## src/rtl/uart_pkg.sv

```systemverilog
// uart_pkg
// Shared UART definitions: transmitter state encoding, the 16x oversample
// ratio, and a helper that sizes the tick counter so it can also count the
// stop bit, which may be longer than one oversampled bit.
package uart_pkg;

   localparam int OSR = 16;   // oversample ticks per data bit

   typedef enum logic [1:0] {
      IDLE  = 2'd0,
      START = 2'd1,
      DATA  = 2'd2,
      STOP  = 2'd3
   } uart_state_e;

   // The tick counter must reach OSR-1 in START/DATA and SB_TICK-1 in STOP.
   // It is 4 bits for 1 stop bit, and widens only when SB_TICK > 16
   // (1.5 or 2 stop bits).
   function automatic int tick_cnt_w(input int sb_tick);
      int w_osr;
      int w_sb;
      w_osr = $clog2(OSR);
      w_sb  = $clog2(sb_tick);
      return (w_sb > w_osr) ? w_sb : w_osr;
   endfunction

endpackage

```

## src/rtl/baud_tick_gen.sv

```systemverilog
// baud_tick_gen
// Free-running divider producing a one-clk s_tick pulse every DVSR clocks
// (16x the baud rate). The count runs 0..DVSR-1 and pulses on DVSR-1.
// Ports:
//   clk    - rising-edge clock
//   reset  - asynchronous active-high reset (count cleared to 0)
//   s_tick - oversample tick strobe
module baud_tick_gen #(
   parameter int DVSR   = 163,
   parameter int DVSR_W = 8
) (
   input  logic clk,
   input  logic reset,
   output logic s_tick
);

   logic [DVSR_W-1:0] cnt_q;
   logic [DVSR_W-1:0] cnt_d;

   always_comb begin
      s_tick = (cnt_q == DVSR_W'(DVSR - 1));
      cnt_d  = s_tick ? '0 : cnt_q + DVSR_W'(1);
   end

   always_ff @(posedge clk or posedge reset) begin
      if (reset) begin
         cnt_q <= '0;
      end else begin
         cnt_q <= cnt_d;
      end
   end

endmodule

```

## src/rtl/fifo_uart_tx.sv

```systemverilog
// fifo_uart_tx
// UART transmitter fed directly from a show-ahead FIFO. Whenever the
// transmitter is idle and the FIFO is non-empty it pops one word, then sends
// start bit, DBIT data bits LSB first, and SB_TICK oversample ticks of stop.
// Ports:
//   clk          - rising-edge clock
//   reset        - asynchronous active-high reset (aborts any frame)
//   fifo_empty   - upstream FIFO empty flag
//   fifo_r_data  - upstream FIFO head word (valid when fifo_empty = 0)
//   fifo_rd      - one-cycle pop strobe, only ever asserted in IDLE
//   tx           - registered serial output, idle high
//   tx_busy      - high in every state except IDLE
//   tx_done_tick - one-cycle pulse on the last stop tick of each frame
module fifo_uart_tx
   import uart_pkg::*;
#(
   parameter int DBIT    = 8,
   parameter int SB_TICK = 16,
   parameter int DVSR    = 163,
   parameter int DVSR_W  = 8
) (
   input  logic            clk,
   input  logic            reset,
   input  logic            fifo_empty,
   input  logic [DBIT-1:0] fifo_r_data,
   output logic            fifo_rd,
   output logic            tx,
   output logic            tx_busy,
   output logic            tx_done_tick
);

   localparam int N_W = (DBIT > 1) ? $clog2(DBIT) : 1;
   localparam int S_W = tick_cnt_w(SB_TICK);

   uart_state_e     state_q, state_d;
   logic [S_W-1:0]  s_q, s_d;
   logic [N_W-1:0]  n_q, n_d;
   logic [DBIT-1:0] b_q, b_d;
   logic            tx_q, tx_d;
   logic            s_tick;

   baud_tick_gen #(
      .DVSR   (DVSR),
      .DVSR_W (DVSR_W)
   ) u_baud_tick_gen (
      .clk    (clk),
      .reset  (reset),
      .s_tick (s_tick)
   );

   always_ff @(posedge clk or posedge reset) begin
      if (reset) begin
         state_q <= IDLE;
         s_q     <= '0;
         n_q     <= '0;
         b_q     <= '0;
         tx_q    <= 1'b1;
      end else begin
         state_q <= state_d;
         s_q     <= s_d;
         n_q     <= n_d;
         b_q     <= b_d;
         tx_q    <= tx_d;
      end
   end

   always_comb begin
      state_d      = state_q;
      s_d          = s_q;
      n_d          = n_q;
      b_d          = b_q;
      fifo_rd      = 1'b0;
      tx_done_tick = 1'b0;

      unique case (state_q)
         IDLE: begin
            // The pop is gated by reset so the FIFO never loses a word
            // while the transmitter is being held in reset.
            if (!fifo_empty && !reset) begin
               fifo_rd = 1'b1;
               b_d     = fifo_r_data;
               s_d     = '0;
               state_d = START;
            end
         end
         START: begin
            if (s_tick) begin
               if (s_q == S_W'(OSR - 1)) begin
                  s_d     = '0;
                  n_d     = '0;
                  state_d = DATA;
               end else begin
                  s_d = s_q + S_W'(1);
               end
            end
         end
         DATA: begin
            if (s_tick) begin
               if (s_q == S_W'(OSR - 1)) begin
                  s_d = '0;
                  b_d = b_q >> 1;
                  if (n_q == N_W'(DBIT - 1)) begin
                     state_d = STOP;
                  end else begin
                     n_d = n_q + N_W'(1);
                  end
               end else begin
                  s_d = s_q + S_W'(1);
               end
            end
         end
         STOP: begin
            if (s_tick) begin
               if (s_q == S_W'(SB_TICK - 1)) begin
                  tx_done_tick = 1'b1;
                  state_d      = IDLE;
               end else begin
                  s_d = s_q + S_W'(1);
               end
            end
         end
         default: begin
            state_d = IDLE;
         end
      endcase
   end

   // The line level is derived from the state being entered, so tx_q always
   // matches state_q: low through START, b[0] during DATA, high otherwise.
   always_comb begin
      unique case (state_d)
         START:   tx_d = 1'b0;
         DATA:    tx_d = b_d[0];
         default: tx_d = 1'b1;
      endcase
   end

   assign tx      = tx_q;
   assign tx_busy = (state_q != IDLE);

endmodule

```

## config.mk

```make
export PLATFORM = sky130hd
export DESIGN_NAME = fifo_uart_tx
export DESIGN_NICKNAME = d
export VERILOG_FILES = /design/src/rtl/uart_pkg.sv /design/src/rtl/baud_tick_gen.sv /design/src/rtl/fifo_uart_tx.sv
export SDC_FILE = /design/constraint.sdc
export NUM_CORES = 1
export LEC_CHECK = 0
export BUFFER_PORTS_ARGS = -buffer_cell sky130_fd_sc_hd__clkbuf_2
export CAP_MARGIN = 20
export CORE_MARGIN = 2
export CORE_UTILIZATION = 38
export CTS_CLUSTER_DIAMETER = 80
export DETAILED_ROUTE_END_ITERATION = 8
export HOLD_SLACK_MARGIN = 0.05
export SKIP_LAST_GASP = 1
export SYNTH_ARGS = -nofsm -noshare
export SYNTH_HDL_FRONTEND = slang
export SYNTH_SLANG_ARGS = --single-unit
```

## constraint.sdc

```tcl
create_clock -name clk -period 1.6 [get_ports clk]
set_input_delay 0.32 -clock clk [delete_from_list [all_inputs] [get_ports clk]]
set_output_delay 0.32 -clock clk [all_outputs]
set_load 0.02 [all_outputs]
```

==> results of run 1 <==
[cell usage after synthesis, types with 2 or more instances]
cell      number  area, sq um
nand2_1       23         86.3
buf_4          2         15.0
a31oi_1        2         12.5
nor2_1        10         37.5
a32oi_1        6         52.6
ha_1          10          125
nand4_1        4         25.0
nand3_1        6         30.0
xnor2_1        4         35.0
clkbuf_1       3         11.3
o211ai_1       4         30.0
and3_1         3         18.8
a21o_1         2         15.0
nor2b_1        2         12.5
inv_1          8         30.0
o21ai_1        4         20.0
o21ai_0        9         45.0
a21oi_1        5         25.0
dfrtp_1       25          626
mux2i_1        2         20.0
a22o_1         2         17.5
[flip-flops by register name, summed over array words and instances, names as in the netlist]
name and cells:
s_q 4, state_q 2, u_baud_tick_gen.cnt_q 8, b_q 8
tx 1, n_q 3
[metal layers]
metal	share of wire	vias to the layer above	track usage
li1	-	680	-
met1	0.45	667	0.239
met2	0.52	15	0.315
met3	0.018	4	0.0270
met4	0.011	0	0.0638
met5	0	-	0
[through the flow]
step / hold WS (ns) / utilization / setup TNS (ns) / std cells / cell area [sq um]
floorplan: 0.359 / - / -0.657 / 156 / 1520
global placement: 0.409 / 0.500 / -0.136 / 246 / 1860
detailed placement: 0.415 / 0.500 / -0.362 / 246 / 1860
CTS: 0.114 / 0.560 / -1.62 / 257 / 2080
global route: 0.149 / 0.627 / -3.00 / 263 / 2330
finish: 0.105 / 0.627 / -1.89 / 263 / 2330
[cell families (layout without fill, tap and decap cells)]
logic type      after synthesis  after routing  share of synthesized area
simple gates                 58             58                      0.203
compound gates               40             40                      0.183
flops                        26             26                      0.439
buf+inv                      15             74                     0.0488
fa+ha+maj                    10             10                     0.0842
xor+xnor                      5              5                     0.0295
mux                           2              2                     0.0135
[final cells by class]
class                           instances  area (sq um)  area share
Multi-Input combinational cell        115          1000       0.431
Sequential cell                        26           652       0.280
Timing Repair Buffer                   62           503       0.216
Tap cell                               48          60.1      0.0258
Clock buffer                            3          41.3      0.0177
Inverter                                8          37.5      0.0161
Clock inverter                          1          30.0      0.0129
[where the power goes]
group	switching [mW]	internal, mW
logic	1.07	1.09
clock network	0.221	0.335
registers	0.114	0.808
total	1.41	2.23
[repair_timing]
action | in CTS | in global routing
gates resized for setup | 24 | 52
pin swaps | 13 | 30
endpoints found under the setup margin | 12 | 24
setup buffers | 8 | 6
[critical path, stage by stage, from the launching register on]
cell and delay, ns:
dfrtp_1 0.39, inv_1 0.06, ha_2 0.17, and3b_4 0.19, and3_4 0.19, and2_4 0.14, buf_8 0.10
[path summary, 6_finish.rpt]
check	endpoint	slack [ns]	cells past startpoint
max in group asynchronous	tx	1.19	3
setup reg to reg	tx	-0.16	10
setup / recovery	tx_done_tick	-0.23	6
hold reg to reg	b_q[6]	0.52	2
hold / removal	s_q[0]	0.11	3
min in group clk	b_q[7]	0.26	3
==> out/qor.yml, run 1 <==
outcome: "finished with violations"
violations: "negative setup slack"
area_growth_pct: 56.6
fmax_mhz: 546
final_layout_size_suffix_gt1_frac: 0.535
cp_max_fo: 2
antenna_found_initial: 0
hold_violations: 0
ys_ff_latch: 26
synth-async-reset-ratio: 1.00
cts-hold-fix-buffers: 0
rows: 22
synth_top_flop_cell: "dfrtp_1"
grt_pass1_vias: 1336
layout_setup_ws_ns: -0.231
arrival_ns: 1.51
antennaDiodeCount: 0
fillers: 291
port-buffer-count: 14
rsz0062_at_grt: "true"
cts_htree_levels: 1
dpl_worst_slack_ns: -0.0816
synth_cell_types: 41
layout_common_cells: "buf_4, dfrtp_1, nand2_1, buf_6, clkbuf_2"
boundaryPins: 15
avgSynthCellArea_sq_um: 9.53
wl_um: 3980
cts_buffers: 3
setup_viol: 18
hp-class: "input port to async pin"
synth_edf_count: 0
cts_sinks: 26
core-area_sq_um: 3720
timing.rr.start: "state_q[1]"
worstPathRequired_ns: 1.28
slew_headroom: 0.770
clock_latency_ns: 0.27
vias: 1366
skew_ns: 0.00456
dpl.hpwl_um: 2520
cp-end-kind: "output port"
fin_crit_ns: 1.83
cts_tree: "built"
grt_max_degree: 27
first_pass_iters: 4
maxCapViolCount: 0
yosysWarnings: 0
cp-startpoint: "u_baud_tick_gen.cnt_q[0]"
finalPower_mw: 3.64
cp-start-kind: "register"
gp_congestion: 0.851
die_y_um: 66.5
synthCells: 156
clockBufferDepth: 2
dieArea_sq_um: 4430
p_per_area_nw_per_um2: 1560
ys_seq_area_frac: 0.439
synth_fp_nets: 177
post-route-period-util: 1.14
path_clk_slew_ns: 0.10
nets: 237
report.final.slew_viol_count: 0
die_x_um: 66.5
critPathKind: "register to output port"
drc: 0
final_antenna_net_count: 0
netlist_area_sq_um: 1490
mostFrequentLayoutCell: "buf_4"
start_util: 0.400
grt_pass1_wl_um: 6200
vdd_drop_max_v: 0.000601
track_usage: 0.185
root_buffer: "clkbuf_8"
worst_pin_slew_ns: 0.345
wl_per_cell_um: 15.1
vias_per_cell: 5.19
overflow: 0
drt_iter0_drc: 42
leakagePower_nw: 1.06
No activity file was read; power rests on OpenSTA's default activity.
==> inputs of run 2 (changes only) <==
--- a/config.mk
+++ b/config.mk
@@ -7,12 +7,16 @@
 export LEC_CHECK = 0
 export BUFFER_PORTS_ARGS = -buffer_cell sky130_fd_sc_hd__clkbuf_2
 export CAP_MARGIN = 20
+export CELL_PAD_IN_SITES_DETAIL_PLACEMENT = 1
+export CELL_PAD_IN_SITES_GLOBAL_PLACEMENT = 1
 export CORE_MARGIN = 2
 export CORE_UTILIZATION = 38
 export CTS_CLUSTER_DIAMETER = 80
 export DETAILED_ROUTE_END_ITERATION = 8
 export HOLD_SLACK_MARGIN = 0.05
+export PLACE_DENSITY_LB_ADDON = 0.1
 export SKIP_LAST_GASP = 1
 export SYNTH_ARGS = -nofsm -noshare
 export SYNTH_HDL_FRONTEND = slang
+export SYNTH_HIERARCHICAL = 1
 export SYNTH_SLANG_ARGS = --single-unit
==> run 2 against run 1 <==
The run still ends with negative setup slack left. Power decreased by 38%. Combinational power shrank 55%. Non-clock buffer count shrank 5. Cell count fell by 2.3%. Routed wire length grew 1.7%. Clock power shrank 23%. Largest power group unchanged.
==> out/qor.yml, run 2 <==
cp-end-kind: "register"
synthTopCellsByArea: "dfrtp_1, ha_1, nor2_1"
synth-async-reset-ratio: 1.00  # unchanged
arrival_ns: 2.28  # +0.77 ns
wl_um: 4050  # +1.7%
crit_chain: "or3_4 > nor3_4 > and4_4 > buf_6 > a21oi_4 > a311oi_4 > nand2_1 > o21ba_1"
cp_max_fo: 3  # +1
outcome: "finished with violations"
dpl.hpwl_um: 3010  # +19%
setup_tns_ns: -6.04  # -4.15 ns
synth_edf_count: 0  # unchanged
gp_congestion: 0.747  # -12%
fin_crit_ns: 2.08  # +0.244 ns
drc: 0  # unchanged
layout_common_cells: "buf_4, dfrtp_1, nor2_1, nand2_1, clkbuf_2"
critPathKind: "register to register"
vias: 1347  # -1.4%
setup_viol: 21  # +3
worst_pin_slew_ns: 0.398  # +0.0529 ns
post-route-period-util: 1.30  # +0.153
cts_buffers: 3  # unchanged
synth_cell_types: 41  # unchanged
die_x_um: 66.5  # -0.12%
wl_per_cell_um: 15.8  # +4.1%
final_antenna_net_count: 0  # unchanged
skew_ns: 0.00286  # -0.00171 ns
maxCapViolCount: 0  # unchanged
nets: 230  # -3.0%
cpMaxStageDelayCell: "dfrtp_1"
path_buf_inv: 1  # -1
core-area_sq_um: 3720  # unchanged
ys_seq_area_frac: 0.440  # +0.00111
grt_pass1_wl_um: 7010  # +13%
yosysTopAreaCell: "dfrtp_1"
grt_max_degree: 19  # -30%
cp_slowest_stage_delay_ns: 0.41  # +0.02 ns
vdd_drop_max_v: 0.000592  # -1.5%
dieArea_sq_um: 4420  # -0.24%
avgSynthCellArea_sq_um: 9.82  # +3.1%
path_delay_family: "simple AND/OR/NAND/NOR gates"
fillers: 424  # +46%
cts_sinks: 26  # unchanged
p_per_area_nw_per_um2: 1070  # -32%
yosysWarnings: 6  # +6
yosysTopAreaCellShare: 0.422  # +0.00107
path_clk_slew_ns: 0.09  # about the same
layout_setup_ws_ns: -0.475  # -0.244 ns
worstPathRequired_ns: 1.81  # +0.53 ns
dp_cells: 240  # -2.4%
slew_headroom: 0.732  # -0.0382
report.final.slew_viol_count: 0  # unchanged
antenna_found_initial: 0  # unchanged
track_usage: 0.211  # +0.0263
cts_tree: "built"
synth.most_common_cell: "dfrtp_1"
clockBufferDepth: 2  # unchanged
synth_top_flop_cell: "dfrtp_1"
leakagePower_nw: 0.984  # -7.3%
antennaDiodeCount: 0  # unchanged
dpl_worst_slack_ns: -0.365  # -0.283 ns
die_y_um: 66.5  # -0.12%
rows: 22  # unchanged
hold_violations: 0  # unchanged
reg.largest.list: "b_q x8, u_baud_tick_gen/cnt_q x8, s_q x4"
synth_fp_nets: 171  # -3.4%
root_buffer: "clkbuf_8"
grt_pass1_vias: 1474  # +10%
hp-class: "input port to async pin"
boundaryPins: 15  # unchanged
port-buffer-count: 14  # unchanged
area_growth_pct: 42.9
mostFrequentLayoutCell: "buf_4"
cp-start-kind: "register"
cts_htree_levels: 1  # unchanged
finalNonFillerCells: 257  # -2.3%
ys_ff_latch: 26  # unchanged
netlist_area_sq_um: 1480  # -0.25%
drt_iter0_drc: 61  # +45%
synth_common_cells: "dfrtp_1, nor2_1, nand2_1, a21oi_1, inv_1"
violations: "negative setup slack"
fmax_mhz: 482  # -12%
overflow: 0  # unchanged
clock_latency_ns: 0.27  # about the same
rsz0062_at_grt: "true"
vias_per_cell: 5.24  # +0.91%
first_pass_iters: 4  # unchanged
synthCells: 151  # -3.2%
start_util: 0.399  # -0.00101
final_layout_size_suffix_gt1_frac: 0.426  # -0.109
==> run 2: cell types whose count changed after synthesis, moves of 2 or more <==
cell      delta
a21oi_1      +7
a22o_1       -2
a22oi_1      +6
a32oi_1      -6
and3_1       -3
clkbuf_1     -3
inv_1        +4
nand2_1     -10
nand4_1      -3
nor2_1       +8
o211ai_1     -3
o21ai_0      +2
o21ai_1      -4
==> run 2: cell type report <==
cell class | count | area (sq um) | share of cell area
multi-input cells | 110 | 843 | 0.398
repair buffers | 57 | 458 | 0.216
flip-flops and latches | 26 | 652 | 0.308
clock buffers | 4 | 55.1 | 0.0260
inverters | 12 | 50.0 | 0.0236
well taps | 48 | 60.1 | 0.0284
==> run 2: final timing paths <==
kind / from / endpoint / slack [ns] / depth (start not counted)
max: u_baud_tick_gen/cnt_q[3] / tx / -0.48 / 8
min: reset / s_q[3] / 0.11 / 3
max reg2reg: u_baud_tick_gen/cnt_q[3] / tx / -0.48 / 8
min reg2reg: b_q[4] / b_q[4] / 0.53 / 2
max in group asynchronous: reset / u_baud_tick_gen/cnt_q[2] / 0.77 / 3
min in group clk: fifo_r_data[7] / b_q[7] / 0.27 / 3
==> run 2: report_power, final <==
group          internal [mW]  leakage (nW)  total (mW)  switching (mW)
clock network          0.220        0.0288       0.425           0.205
logic                  0.487         0.627       0.965           0.478
registers              0.787         0.328       0.877          0.0896
total                   1.49         0.984        2.27           0.773
==> run 2: worst min-delay path, cell delays in order <==
cell and delay [ns]:
clkbuf_2 0.13, inv_1 0.06, buf_4 0.26
==> run 2: layer usage <==
| metal | wire, um | up-vias | track usage |
|---|---|---|---|
| li1 | - | 650 | - |
| met1 | 1850 | 667 | 0.280 |
| met5 | 0 | - | 0 |
| met2 | 2060 | 24 | 0.366 |
| met4 | 44 | 0 | 0.0536 |
| met3 | 103 | 6 | 0.0236 |
==> run 2: what timing repair did <==
item | in CTS | in global routing
resized for setup | 15 | 11
setup buffers | 8 | 6
setup endpoints to repair | 21 | 21
hold endpoints to repair | 8 | 0
hold buffers | 1 | 0
pin swaps | 2 | 12
==> run 2: logic make-up (layout without fill, tap and decap cells) <==
group                    Yosys count  count (layout)  share of synthesized area
AND/OR/NAND/NOR                   52              52                      0.198
AO/OA/AOI/OAI                     41              41                      0.187
flip-flops                        26              26                      0.440
buffers and inverters             15              73                     0.0506
adder cells (fa/ha/maj)            9               9                     0.0760
XOR/XNOR                           6               6                     0.0354
multiplexers                       2               2                     0.0135
==> run 2: through the flow <==
step	hold slack, ns	util	total power [mW]	instance area, sq um
after detailed placement	0.344	0.501	1.61	1860
after global placement	0.330	0.501	1.57	1860
after CTS	0.115	0.549	2.19	2040
after global routing	0.142	0.570	2.42	2120
after floorplan	0.136	-	1.34	1530
final	0.114	0.570	2.27	2120
